<file path="src/rtl/mem_bus_bridge_if.sv">
// CPU memory bus plus external async SRAM/ROM pins, bundled for the bridge.
// Latency: none (wires only).
// Backpressure: none here; the bridge stalls the CPU through cpu_ready/cpu_busy.
// Ports (via modports):
//   master - CPU/requester side and external memory model (drives cpu_* requests, mem_rdata)
//   slave  - the bridge (drives cpu_rdata/ready/busy and all mem_* strobes/address/data)
interface mem_bus_bridge_if;
    logic        cpu_req;
    logic        cpu_rw;
    logic [15:0] cpu_addr;
    logic [7:0]  cpu_wdata;
    logic [7:0]  cpu_rdata;
    logic        cpu_ready;
    logic        cpu_busy;
    logic [7:0]  mem_addr_h;
    logic [7:0]  mem_addr_l;
    logic [7:0]  mem_wdata;
    logic        mem_doe;
    logic [7:0]  mem_rdata;
    logic        mem_ce_n;
    logic        mem_oe_n;
    logic        mem_we_n;

    modport master (
        output cpu_req, cpu_rw, cpu_addr, cpu_wdata, mem_rdata,
        input  cpu_rdata, cpu_ready, cpu_busy,
        input  mem_addr_h, mem_addr_l, mem_wdata, mem_doe,
        input  mem_ce_n, mem_oe_n, mem_we_n
    );

    modport slave (
        input  cpu_req, cpu_rw, cpu_addr, cpu_wdata, mem_rdata,
        output cpu_rdata, cpu_ready, cpu_busy,
        output mem_addr_h, mem_addr_l, mem_wdata, mem_doe,
        output mem_ce_n, mem_oe_n, mem_we_n
    );
endinterface

</file>
<file path="src/rtl/mem_bus_bridge.sv">
// Sequences CE/OE/WE for an external async SRAM/ROM from the CPU memory bus.
// Latency: cpu_ready pulses WAIT_STATES+2 cycles after the accepting edge.
// Backpressure: cpu_req is sampled only in IDLE; requests while busy are dropped.
// Ports: clk, rst_n (async active-low), bus (mem_bus_bridge_if.slave).
module mem_bus_bridge #(
    parameter int          WAIT_STATES = 2,        // ACCESS length, 1..15 (0 behaves as 1)
    parameter logic [15:0] ROM_BASE    = 16'hF000  // writes at or above this are suppressed
) (
    input  logic               clk,
    input  logic               rst_n,
    mem_bus_bridge_if.slave    bus
);

    localparam int         W_EFF    = (WAIT_STATES < 1) ? 1 : WAIT_STATES;
    // 4-bit counter: WAIT_STATES above 15 is not a supported configuration.
    localparam logic [3:0] CNT_LOAD = 4'(W_EFF - 1);

    typedef enum logic [1:0] {
        ST_IDLE   = 2'd0,
        ST_SETUP  = 2'd1,
        ST_ACCESS = 2'd2,
        ST_HOLD   = 2'd3
    } state_t;

    state_t      state_q, state_d;
    logic [3:0]  cnt_q, cnt_d;
    logic        rw_q, rw_d;
    logic        rom_q, rom_d;
    logic [15:0] addr_q, addr_d;
    logic [7:0]  wdata_q, wdata_d;
    logic [7:0]  rdata_q, rdata_d;

    // Pin-level strobes are registered from the next state so they are
    // glitch-free and drop immediately on async reset.
    logic        ce_n_q, ce_n_d;
    logic        oe_n_q, oe_n_d;
    logic        we_n_q, we_n_d;
    logic        doe_q, doe_d;
    logic        ready_q, ready_d;
    logic        busy_q, busy_d;
    logic        wr_en;

    always_comb begin
        state_d = state_q;
        cnt_d   = cnt_q;
        rw_d    = rw_q;
        rom_d   = rom_q;
        addr_d  = addr_q;
        wdata_d = wdata_q;
        rdata_d = rdata_q;

        case (state_q)
            ST_IDLE: begin
                if (bus.cpu_req) begin
                    rw_d    = bus.cpu_rw;
                    rom_d   = (bus.cpu_addr >= ROM_BASE);
                    addr_d  = bus.cpu_addr;
                    wdata_d = bus.cpu_wdata;
                    state_d = ST_SETUP;
                end
            end
            ST_SETUP: begin
                cnt_d   = CNT_LOAD;
                state_d = ST_ACCESS;
            end
            ST_ACCESS: begin
                if (cnt_q == 4'd0) begin
                    // Sample the device on the edge that closes the OE window.
                    if (rw_q) begin
                        rdata_d = bus.mem_rdata;
                    end
                    state_d = ST_HOLD;
                end else begin
                    cnt_d = cnt_q - 4'd1;
                end
            end
            ST_HOLD: begin
                state_d = ST_IDLE;
            end
            default: begin
                state_d = ST_IDLE;
            end
        endcase

        // ROM-region writes run the same timing with WE and data drive masked.
        wr_en   = !rw_d && !rom_d;
        ce_n_d  = (state_d == ST_IDLE);
        oe_n_d  = !((state_d == ST_ACCESS) && rw_d);
        we_n_d  = !((state_d == ST_ACCESS) && wr_en);
        // Data drive spans SETUP..HOLD so data is stable around both WE edges.
        doe_d   = (state_d != ST_IDLE) && wr_en;
        ready_d = (state_d == ST_HOLD);
        busy_d  = (state_d != ST_IDLE);
    end

    always_ff @(posedge clk or negedge rst_n) begin
        if (!rst_n) begin
            state_q <= ST_IDLE;
            cnt_q   <= 4'd0;
            rw_q    <= 1'b1;
            rom_q   <= 1'b0;
            addr_q  <= 16'h0000;
            wdata_q <= 8'h00;
            rdata_q <= 8'h00;
            ce_n_q  <= 1'b1;
            oe_n_q  <= 1'b1;
            we_n_q  <= 1'b1;
            doe_q   <= 1'b0;
            ready_q <= 1'b0;
            busy_q  <= 1'b0;
        end else begin
            state_q <= state_d;
            cnt_q   <= cnt_d;
            rw_q    <= rw_d;
            rom_q   <= rom_d;
            addr_q  <= addr_d;
            wdata_q <= wdata_d;
            rdata_q <= rdata_d;
            ce_n_q  <= ce_n_d;
            oe_n_q  <= oe_n_d;
            we_n_q  <= we_n_d;
            doe_q   <= doe_d;
            ready_q <= ready_d;
            busy_q  <= busy_d;
        end
    end

    assign bus.cpu_rdata  = rdata_q;
    assign bus.cpu_ready  = ready_q;
    assign bus.cpu_busy   = busy_q;
    assign bus.mem_addr_h = addr_q[15:8];
    assign bus.mem_addr_l = addr_q[7:0];
    assign bus.mem_wdata  = wdata_q;
    assign bus.mem_doe    = doe_q;
    assign bus.mem_ce_n   = ce_n_q;
    assign bus.mem_oe_n   = oe_n_q;
    assign bus.mem_we_n   = we_n_q;

endmodule
</file>
<file path="src/flat_wrapper.sv">
// flat-port wrapper written by rule: the top's interface ports become plain ports
module mem_bus_bridge_flat 
#(
    parameter int          WAIT_STATES = 2,                                                
    parameter logic [15:0] ROM_BASE    = 16'hF000                                           
)
  (clk, rst_n, bus_cpu_req, bus_cpu_rw, bus_cpu_addr, bus_cpu_wdata, bus_mem_rdata, bus_cpu_rdata, bus_cpu_ready, bus_cpu_busy, bus_mem_addr_h, bus_mem_addr_l, bus_mem_wdata, bus_mem_doe, bus_mem_ce_n, bus_mem_oe_n, bus_mem_we_n);
  mem_bus_bridge_if bus_i ();
  input  logic clk;
  input  logic rst_n;
  input wire logic [$bits(bus_i.cpu_req)-1:0] bus_cpu_req;
  input wire logic [$bits(bus_i.cpu_rw)-1:0] bus_cpu_rw;
  input wire logic [$bits(bus_i.cpu_addr)-1:0] bus_cpu_addr;
  input wire logic [$bits(bus_i.cpu_wdata)-1:0] bus_cpu_wdata;
  input wire logic [$bits(bus_i.mem_rdata)-1:0] bus_mem_rdata;
  output wire logic [$bits(bus_i.cpu_rdata)-1:0] bus_cpu_rdata;
  output wire logic [$bits(bus_i.cpu_ready)-1:0] bus_cpu_ready;
  output wire logic [$bits(bus_i.cpu_busy)-1:0] bus_cpu_busy;
  output wire logic [$bits(bus_i.mem_addr_h)-1:0] bus_mem_addr_h;
  output wire logic [$bits(bus_i.mem_addr_l)-1:0] bus_mem_addr_l;
  output wire logic [$bits(bus_i.mem_wdata)-1:0] bus_mem_wdata;
  output wire logic [$bits(bus_i.mem_doe)-1:0] bus_mem_doe;
  output wire logic [$bits(bus_i.mem_ce_n)-1:0] bus_mem_ce_n;
  output wire logic [$bits(bus_i.mem_oe_n)-1:0] bus_mem_oe_n;
  output wire logic [$bits(bus_i.mem_we_n)-1:0] bus_mem_we_n;
  assign bus_i.cpu_req = bus_cpu_req;
  assign bus_i.cpu_rw = bus_cpu_rw;
  assign bus_i.cpu_addr = bus_cpu_addr;
  assign bus_i.cpu_wdata = bus_cpu_wdata;
  assign bus_i.mem_rdata = bus_mem_rdata;
  assign bus_cpu_rdata = bus_i.cpu_rdata;
  assign bus_cpu_ready = bus_i.cpu_ready;
  assign bus_cpu_busy = bus_i.cpu_busy;
  assign bus_mem_addr_h = bus_i.mem_addr_h;
  assign bus_mem_addr_l = bus_i.mem_addr_l;
  assign bus_mem_wdata = bus_i.mem_wdata;
  assign bus_mem_doe = bus_i.mem_doe;
  assign bus_mem_ce_n = bus_i.mem_ce_n;
  assign bus_mem_oe_n = bus_i.mem_oe_n;
  assign bus_mem_we_n = bus_i.mem_we_n;
  mem_bus_bridge #(.WAIT_STATES(WAIT_STATES), .ROM_BASE(ROM_BASE)) u_core (.clk(clk), .rst_n(rst_n), .bus(bus_i));
endmodule
</file>
<file path="config.mk">
export PLATFORM = sky130hd
export DESIGN_NAME = mem_bus_bridge_flat
export DESIGN_NICKNAME = d
export VERILOG_FILES = /design/src/rtl/mem_bus_bridge_if.sv /design/src/rtl/mem_bus_bridge.sv /design/src/flat_wrapper.sv
export SDC_FILE = /design/constraint.sdc
export NUM_CORES = 1
export LEC_CHECK = 0
export ABC_CLOCK_PERIOD_IN_PS = 2200
export BUFFER_PORTS_ARGS = -buffer_cell sky130_fd_sc_hd__buf_2
export CAP_MARGIN = 20
export CORE_MARGIN = 5
export CORE_UTILIZATION = 47
export CTS_CLUSTER_DIAMETER = 150
export DETAILED_ROUTE_END_ITERATION = 7
export GPL_TIMING_DRIVEN = 0
export PLACE_DENSITY = 0.81
export SLEW_MARGIN = 5
export SYNTH_ARGS = -nofsm -noshare
export SYNTH_HDL_FRONTEND = slang
export SYNTH_SLANG_ARGS = --single-unit
</file>
<file path="constraint.sdc">
create_clock -name clk -period 2.2 [get_ports clk]
set_input_delay 0.22 -clock clk [delete_from_list [all_inputs] [get_ports clk]]
set_output_delay 0.22 -clock clk [all_outputs]
set_load 0.03 [all_outputs]
</file>
# == Word-level counts from Yosys, hierarchy flattened ==
# Index checks and enable logic that the tools add are counted.
# classes
eq_ne,6
magnitude_cmp,1
mux,9
addsub,1
reduce_logical,16
# ops
cell,n
$ge 16x16->1 const B,1
$eq 2x2->1 const B,4
$pmux 2 s4,1
$pmux 4 s2,1
$logic_and 1x1->1,4
$logic_not 1->1,4
$logic_not 2->1,2
$logic_not 4->1,1
$mux 1,4
$mux 2,2
$mux 4,1
$reduce_and 2->1,2
$reduce_bool 2->1,2
$sub 4x1->4 const B,1
$reduce_and 3->1,1
$eq 2x1->1 const B,1
$ne 2x2->1 const B,1
# totals
output_inout_bits,38
in_bits,36
regBits,46
elab_cells,46

# == Depth between registers and ports, before layout ==
# Gate-level depths: netlist of the first run.
# depth
depth_word,7
depth_mapped,7
depth_no_buf,6

# == Least setup slack after synthesis of the first run ==
# No wires, ideal clock.
# synth_timing
path_type,register -> register
startpoint,register u_core.cnt_q[0]
endpoint,register u_core.doe_q (netlist: u_core.bus.mem_doe)
setup_time_ps,65
arrival_ps,1544
synth_period_minus_slack_ps,1609
required_time_ps,2135
path_buffers,0
stages_incl_launch_ff,7
slack_ps,591
path_cell_list,dfrtp_1 -> inv_1 -> ha_1 -> or3b_1 -> a221o_1 -> inv_2 -> o22a_1
# synth_between
elab_chain_cells,5
# synth_lines
item,line,source
"start, declared",mem_bus_bridge.sv:26,"logic [3:0] cnt_q, cnt_d;"
"start signal, assigned",mem_bus_bridge.sv:113,cnt_q <= cnt_d;
$logic_not 4->1,mem_bus_bridge.sv:67,if (cnt_q == 4'd0) begin
$mux 2,mem_bus_bridge.sv:67,
$pmux 2 s4,mem_bus_bridge.sv:52,case (state_q)
named net u_core.state_d[0],mem_bus_bridge.sv:25,"state_t state_q, state_d;"
$reduce_bool 2->1,mem_bus_bridge.sv:91,doe_d = (state_d != ST_IDLE) && wr_en;
$logic_and 1x1->1,mem_bus_bridge.sv:91,
named net u_core.doe_d,mem_bus_bridge.sv:38,"logic doe_q, doe_d;"
"end signal, assigned",mem_bus_bridge.sv:122,doe_q <= doe_d;
"end, declared",mem_bus_bridge.sv:38,
# The timed path passes the listed nets, and every way through them passes these cells.
# A chain may end at the register's enable or synchronous reset.

# == Worst setup path in the final report of the first run ==
# layout_timing
startpoint,register u_core.state_q[0]
endpoint,register u_core.rdata_q[7] (netlist: u_core.bus.cpu_rdata[7])
# layout_between
elab_chain_cells,2
# layout_lines
item,line,source
"start, declared",mem_bus_bridge.sv:25,
"start signal, assigned",mem_bus_bridge.sv:112,state_q <= state_d;
$eq 2x2->1,mem_bus_bridge.sv:52,
$reduce_and 3->1 (no source line),-,
"end signal, assigned",mem_bus_bridge.sv:118,rdata_q <= rdata_d;
"end, declared",mem_bus_bridge.sv:31,"logic [7:0] rdata_q, rdata_d;"
# No other way between the ends.

==> out/summary.md, run 1 <==
### Job
* MaxCap Viol Count: 0

### GRT
* antenna violations before repair: 0
* global-route wire length before repair: 5800 um
* largest net degree at the start of global routing: 47
* overall overflow remaining after global route: 0
* global-route usage over all layers: 14.4%
* via count of the first global-routing pass: 1345

### Final layout
* layout net count: 248
* fraction of layout cells with a size suffix above 1: 59.1%
* antenna diode count: 0
* growth of design area from synthesis to finish: 29.9%
* final instance area: 2370 sq um
* number of fillers in the final layout: 306

### Worst setup path
* crit path cell chain: inv_1, ha_1, clkbuf_1, nand3_1, mux2_2
* source of the critical timing path: u_core.state_q[0]
* max incr delay on CP: 0.42 ns
* Required @ worst endpoint: 2.38 ns
* arrival time at the worst endpoint: 2.06 ns
* largest fanout on the critical path: 9
* CP top delay family: flip-flops
* number of buffer and inverter stages on the critical path: 2
* master of the slowest instance on the critical path: sky130_fd_sc_hd__dfrtp_1
* crit start category: register
* launching point of the worst reg2reg path: u_core.state_q[0]
* startpoint-to-endpoint class of the critical path: reg2reg
* Crit. End Element: register

### Clocking
* clock sink count: 46
* Skew-Pair Late Insertion Delay: 0.30 ns
* post-CTS setup-driven buffer insertion count: 0
* CTS Buf Count: 5
* root buffer selected by CTS: sky130_fd_sc_hd__clkbuf_8
* CTS tree: built
* CTS Buffer Depth: 2
* Clock Pin Slew Worst Setup and Hold Paths: 0.09 ns
* CTS H-Tree Depth: 2

### Timing
* Final Hold Viols: 0
* # setup viols final: 0
* unrepaired setup endpoints after global routing: no
* pin slew with the least headroom to its limit: 0.397 ns
* slew margin rel.: 73.5%
* f_max: 533 MHz
* min cycle time layout: 1.88 ns
* total negative setup slack: 0 ns
* Final period util: 85.3%
* final worst clock skew: 0.00920 ns
* count of final max-slew check failures: 0

### Route
* top layer in use: met4
* WL/cell: 13.8 um
* residual DRC count: 0
* total routed wirelength: 3540 um
* router iterations before antenna repair: 4
* Vias: 1250
* Routed met3 length: 293 um
* final antenna-violating net count: 0
* count of routing violations after the opening detailed-route iteration: 38
* met1 wire length: 1440 um
* detailed route wirelength on metal2: 1730 um
* Avg Vias per Cell: 4.88

### Synth
* synthesized netlist cell count: 125
* Synth Net Count: 166
* synthesized flop and latch total: 46
* Yosys warning count: 0
* dominant register cell in the synthesized netlist: sky130_fd_sc_hd__dfrtp_1
* Synth Cell Area: 1830 sq um
* mean instance size in the synthesized netlist: 14.6 sq um
* share of flip-flops with an asynchronous set or reset after synthesis: 100%
* post-synthesis sequential area ratio: 63.3%
* post-synth cell types: 27
* number of enable-type register cells in the synthesized netlist: 0

### Die
* # IOs: 74
* height of the die: 72.3 um
* die footprint: 5230 sq um
* initial core utilization: 49.1%
* number of cell rows: 22
* overall die width: 72.3 um
* Core Area: 3720 sq um

### Pwr
* highest ir drop seen on vdd: 1.02 mV
* Cell Pwr Density: 1680 nW/um^2
* total leakage power: 1.17 nW

### Run status
* status: completed

### Placed design
* Placed Area: 2250 sq um
* routability-driven placement congestion ratio: 0.781
* quantity of I/O buffers inserted on ports: 73
* placed wire-length estimate after detailed placement: 2740 um

### Hold path
* path class of the lowest-slack min-delay path: in2reg
* source of the worst hold timing path: bus_cpu_wdata[7]

[per-layer routing]
metal  track usage, %  vias to the layer above
li1                 -                      601
met1             17.0                      595
met2             23.9                       46
met3             4.43                        8
met4             6.89                        0
met5                0                        -
[power breakdown]
group / total, mW / switching [mW] / internal (mW)
sequential: 1.47 / 0.192 / 1.28
clock: 0.505 / 0.282 / 0.223
combinational: 2.02 / 1.26 / 0.755
[cell usage after synthesis (2+ instances only)]
library cell,instances,share of area [%]
sky130_fd_sc_hd__nor2_1,6,1.2
sky130_fd_sc_hd__nand3_1,2,0.55
sky130_fd_sc_hd__nand2_1,4,0.82
sky130_fd_sc_hd__dfrtp_1,42,58
sky130_fd_sc_hd__mux2_2,34,21
sky130_fd_sc_hd__ha_1,5,3.4
sky130_fd_sc_hd__inv_1,4,0.82
sky130_fd_sc_hd__dfstp_2,4,5.8
sky130_fd_sc_hd__buf_2,2,0.55
sky130_fd_sc_hd__nor3b_1,2,0.82
sky130_fd_sc_hd__o21ai_0,4,1.1
[sequential cells by signal, summed over array words and instances, names as in the netlist]
| register | count |
|---|---|
| u_core.addr_q | 16 |
| u_core.bus.cpu_rdata | 8 |
| u_core.bus.mem_wdata | 8 |
| u_core.cnt_q | 4 |
| u_core.state_q | 2 |
| u_core.bus.cpu_busy | 1 |
| u_core.bus.cpu_ready | 1 |
| u_core.bus.mem_ce_n | 1 |
| u_core.bus.mem_doe | 1 |
| u_core.bus.mem_oe_n | 1 |
| u_core.bus.mem_we_n | 1 |
| u_core.rom_q | 1 |
| u_core.rw_q | 1 |
[metrics by stage]
| step | total power [mW] | utilization [%] | hold slack, ns | std cells | setup slack [ns] |
|---|---|---|---|---|---|
| after floorplan | 2.94 | - | -0.0756 | 125 | 0.591 |
| after global placement | 3.46 | 60.6 | 0.439 | 246 | 0.380 |
| after detailed placement | 3.53 | 60.6 | 0.436 | 246 | 0.326 |
| after CTS | 4.03 | 63.0 | 0.102 | 254 | 0.311 |
| after global routing | 4.26 | 63.8 | 0.141 | 256 | 0.178 |
| final | 3.99 | 63.8 | 0.142 | 256 | 0.324 |
[worst paths after layout]
| check | cells after the start | slack, ns | endpoint |
|---|---|---|---|
| hold reg to reg | 1 | 0.50 | u_core.bus.cpu_rdata[5] |
| min in group asynchronous | 2 | 0.33 | u_core.addr_q[1] |
| hold / removal | 2 | 0.14 | u_core.bus.mem_wdata[7] |
| setup / recovery | 5 | 0.32 | u_core.bus.cpu_rdata[7] |
| max in group asynchronous | 3 | 1.33 | u_core.rw_q |
| setup reg to reg | 5 | 0.32 | u_core.bus.cpu_rdata[7] |
[final cells by class]
type                       count  area (sq um)  area share [%]
timing repair buffer          75           395            16.7
multi-input combinational     71           637            26.9
buffer                         3          13.8           0.580
tap                           48          60.1            2.53
clock buffer                   5          68.8            2.90
sequential                    46          1160            48.8
inverter                       5          18.8           0.792
clock inverter                 3          21.3           0.897
[kinds of logic (layout without fill, tap and decap cells)]
kind of cell,Yosys count,count (layout),synth area share (%)
flip-flops,46,46,63.3
buffers and inverters,8,91,1.78
AO/OA/AOI/OAI,11,11,4.04
multiplexers,34,34,21.0
AND/OR/NAND/NOR,21,21,6.44
adder cells (fa/ha/maj),5,5,3.43
[placed cells by master, fill, tap and decap left out, types with 2 or more instances in the layout]
master,instances
sky130_fd_sc_hd__buf_2,75
sky130_fd_sc_hd__dfrtp_1,42
sky130_fd_sc_hd__mux2_2,34
sky130_fd_sc_hd__nor2_1,6
sky130_fd_sc_hd__ha_1,5
sky130_fd_sc_hd__clkbuf_8,5
sky130_fd_sc_hd__inv_1,4
sky130_fd_sc_hd__nand2_1,4
sky130_fd_sc_hd__o21ai_0,4
sky130_fd_sc_hd__dfstp_2,4
sky130_fd_sc_hd__nand3_1,2
sky130_fd_sc_hd__nor3b_1,2
[timing repair]
action / 4_1_cts / 5_1_grt
hold buffers: 0 / 1
endpoints found under the setup margin: 0 / 0
hold endpoints to repair: 0 / 11
gates resized for setup: 0 / 0
Power figures use the tool's default switching activity.
==> run 2: changes to the inputs <==
- ABC_AREA: default -> 1
- BUFFER_PORTS_ARGS: -buffer_cell sky130_fd_sc_hd__buf_2 -> -buffer_cell sky130_fd_sc_hd__buf_4
- CORE_UTILIZATION: 47 -> 48
- PLACE_DENSITY: 0.81 -> 0.82
- RECOVER_POWER: default -> 100
==> run 2 against run 1 <==
  * Combinational power shrank 9%
  * Critical path depth grew 2
  * First-iteration DRC count grew 66%
  * Register-to-register slack gained 0.22 ns
  * Via count grew 25%
  * Global-route usage grew 1.4 points
  * Critical endpoint is now u_core.addr_q[9]
  * Clock power grew 5.5%
==> out/summary.md, run 2 <==
### Final layout
* growth of design area from synthesis to finish: 26.8%
* layout net count: 329
* footprint of the flip-flops and latches: 1160 sq um
* leading cell type in the layout, fill and taps excluded: sky130_fd_sc_hd__nand2_1
* antenna diode count: 0
* register ranked first by flip-flop count: u_core.addr_q
* final cell utilization of the core: 62.1%
* fraction of layout cells with a size suffix above 1: 20.1%
* flip-flop count of the largest register after layout: 16
* number of fillers in the final layout: 376
* most frequent cells in the layout: sky130_fd_sc_hd__nand2_1, sky130_fd_sc_hd__dfrtp_1, sky130_fd_sc_hd__clkbuf_1
* area used by multi-input combinational logic: 599 sq um

### Job
* MaxCap Viol Count: 0

### Worst setup path
* Required @ worst endpoint: 2.44 ns
* crit path cell chain: inv_1, ha_1, nand2_1, clkbuf_1, buf_2, nand2_1, nand2_1
* CP dominant cell by count: sky130_fd_sc_hd__nand2_1
* arrival time at the worst endpoint: 1.89 ns
* largest fanout on the critical path: 10
* source of the critical timing path: u_core.state_q[0]
* Crit. End Element: register
* max incr delay on CP: 0.40 ns
* startpoint-to-endpoint class of the critical path: reg2reg
* master of the slowest instance on the critical path: sky130_fd_sc_hd__dfrtp_1
* launching point of the worst reg2reg path: u_core.state_q[0]
* crit start category: register

### Clocking
* CTS H-Tree Depth: 2
* CTS tree: built
* Skew-Pair Late Insertion Delay: 0.29 ns
* Clock Pin Slew Worst Setup and Hold Paths: 0.08 ns
* root buffer selected by CTS: sky130_fd_sc_hd__clkbuf_8
* clock sink count: 46
* post-CTS setup-driven buffer insertion count: 0
* CTS Buf Count: 5
* CTS Buffer Depth: 2

### Timing
* f_max: 603 MHz
* total negative setup slack: 0 ns
* count of final max-slew check failures: 0
* min cycle time layout: 1.66 ns
* Final Hold Viols: 0
* unrepaired setup endpoints after global routing: no
* # setup viols final: 0
* final worst setup slack: 0.542 ns
* slew margin rel.: 28.4%
* final worst clock skew: 0.00301 ns
* Final period util: 75.4%
* pin slew with the least headroom to its limit: 1.07 ns

### Die
* number of cell rows: 23
* Core Area: 3940 sq um
* # IOs: 74
* height of the die: 73.4 um
* overall die width: 73.4 um
* die footprint: 5390 sq um
* initial core utilization: 49.0%

### Route
* total routed wirelength: 3960 um
* WL/cell: 11.7 um
* residual DRC count: 0
* Vias: 1562
* final antenna-violating net count: 0
* router iterations before antenna repair: 4
* count of routing violations after the opening detailed-route iteration: 63
* Avg Vias per Cell: 4.61

### Synth
* Synth Cell Area: 1930 sq um
* post-synth cell types: 20
* mux share of post-synthesis cell area: 0%
* Yosys warning count: 0
* mean instance size in the synthesized netlist: 9.33 sq um
* cell taking the most area after synthesis: sky130_fd_sc_hd__dfrtp_1
* cell with the most instances after synthesis: sky130_fd_sc_hd__nand2_1
* share of flip-flops with an asynchronous set or reset after synthesis: 100%
* number of enable-type register cells in the synthesized netlist: 0
* xor/xnor share of the synthesized area: 0.454%
* simple-gate area share of the yosys netlist: 23.7%
* cell types with the largest area share after synthesis: sky130_fd_sc_hd__dfrtp_1, sky130_fd_sc_hd__nand2_1, sky130_fd_sc_hd__dfstp_2, sky130_fd_sc_hd__inv_1, sky130_fd_sc_hd__o21ai_2
* combinational family with the most area after synthesis: simple AND/OR/NAND/NOR gates
* dominant register cell in the synthesized netlist: sky130_fd_sc_hd__dfrtp_1
* Synth Net Count: 248
* post-synthesis sequential area ratio: 59.9%
* synthesized netlist cell count: 207
* synthesized flop and latch total: 46
* most frequent cells after synthesis: sky130_fd_sc_hd__nand2_1, sky130_fd_sc_hd__dfrtp_1, sky130_fd_sc_hd__inv_1, sky130_fd_sc_hd__o21ai_2, sky130_fd_sc_hd__nand3_1
* top cell type's share of synthesized area: 54.4%
* arithmetic-cell share of the synthesized area counting full adders, half adders and majority gates: 3.24%
* compound-gate portion of the synthesized area: 6.35%

### Pwr
* part of the power in registers: 37.7%
* switching share of total power: 47.6%
* Cell Pwr Density: 1560 nW/um^2
* highest ir drop seen on vdd: 0.769 mV
* internal power component: 2.00 mW
* power dissipated by switching net loads: 1.82 mW
* Combinational Power Share: 48.3%
* total leakage power: 1.32 nW
* portion of total power attributed to the clock network: 14.0%

### GRT
* overall overflow remaining after global route: 0
* largest net degree at the start of global routing: 47
* global-route wire length before repair: 6570 um
* antenna violations before repair: 0
* global-route usage over all layers: 15.8%
* via count of the first global-routing pass: 1483

### Placed design
* routability-driven placement congestion ratio: 0.742
* quantity of I/O buffers inserted on ports: 73
* placed wire-length estimate after detailed placement: 3020 um
* pre-CTS WS: 0.707 ns

### Run status
* status: completed

### Hold path
* source of the worst hold timing path: bus_cpu_wdata[1]
* path class of the lowest-slack min-delay path: in2reg

run 2: cell types whose count changed after synthesis, sizes merged, moves of 2 or more:
cell | before | now
nand2 | 4 | 95
nand3 | 2 | 7
nor3b | 2 | 0
buf | 2 | 6
mux2 | 34 | 0
inv | 5 | 23
o21ai | 4 | 15
run 2: worst paths after layout:
path                                           end  depth (start not counted)  slack, ns
setup / recovery                  u_core.addr_q[9]                          7       0.54
hold / removal             u_core.bus.mem_wdata[1]                          3       0.12
setup reg to reg                  u_core.addr_q[9]                          7       0.54
hold reg to reg            u_core.bus.mem_wdata[3]                          2       0.48
max in group asynchronous  u_core.bus.cpu_rdata[2]                          2       0.89
min in group asynchronous  u_core.bus.cpu_rdata[6]                          2       0.65
run 2: logic make-up (layout without fill, tap and decap cells):
logic type,after synthesis,after routing
buffers and inverters,29,111
XOR/XNOR,1,1
adder cells (fa/ha/maj),5,5
AND/OR/NAND/NOR,109,109
AO/OA/AOI/OAI,17,17
flip-flops,46,46
run 2: repair_timing:
item / CTS / global route
resized for setup: 0 / 0
endpoints found under the hold margin: 42 / 0
hold buffers: 1 / 0
run 2: routing by layer:
layer / vias to the layer above / global-route usage [%] / share of wire, % / wire, um
met5: - / 0 / 0 / 0
met4: 0 / 5.43 / 1.3 / 51
met3: 6 / 6.29 / 9.1 / 361
met2: 54 / 25.3 / 47 / 1850
met1: 715 / 19.5 / 43 / 1700
li1: 787 / - / - / -
run 2: final cells by class:
type,count,share of cell area [%]
well taps,50,2.56
inverters,23,3.53
flip-flops and latches,46,47.2
multi-input cells,132,24.5
clock inverters,1,0.358
repair buffers,74,16.9
clock buffers,7,3.53
plain buffers,6,1.43
run 2: worst max-delay path: cells and delay by family, from the launching register on:
kind | cells | cell delay [ns]
flip-flops | 1 | 0.40
AND/OR/NAND/NOR | 3 | 0.25
adder cells (fa/ha/maj) | 1 | 0.21
buffers and inverters | 3 | 0.74
run 2: power by group through the flow:
stage	combinational, mW	clock, mW	sequential (mW)
after floorplan	0.840	0	2.09
after global placement	2.20	0	1.46
after detailed placement	2.25	0	1.46
after CTS	2.25	0.554	1.46
after global routing	2.05	0.587	1.50
final	1.84	0.533	1.44
run 2: metrics by stage:
stage          hold slack, ns  cell area, sq um  instances  power [mW]
6_report                0.115              2450        339        3.82
5_1_grt                 0.103              2450        339        4.14
4_1_cts                 0.109              2650        339        4.27
3_5_place_dp            0.255              2540        330        3.72
3_3_place_gp            0.255              2540        330        3.66
2_1_floorplan         -0.0756              1930        207        2.93
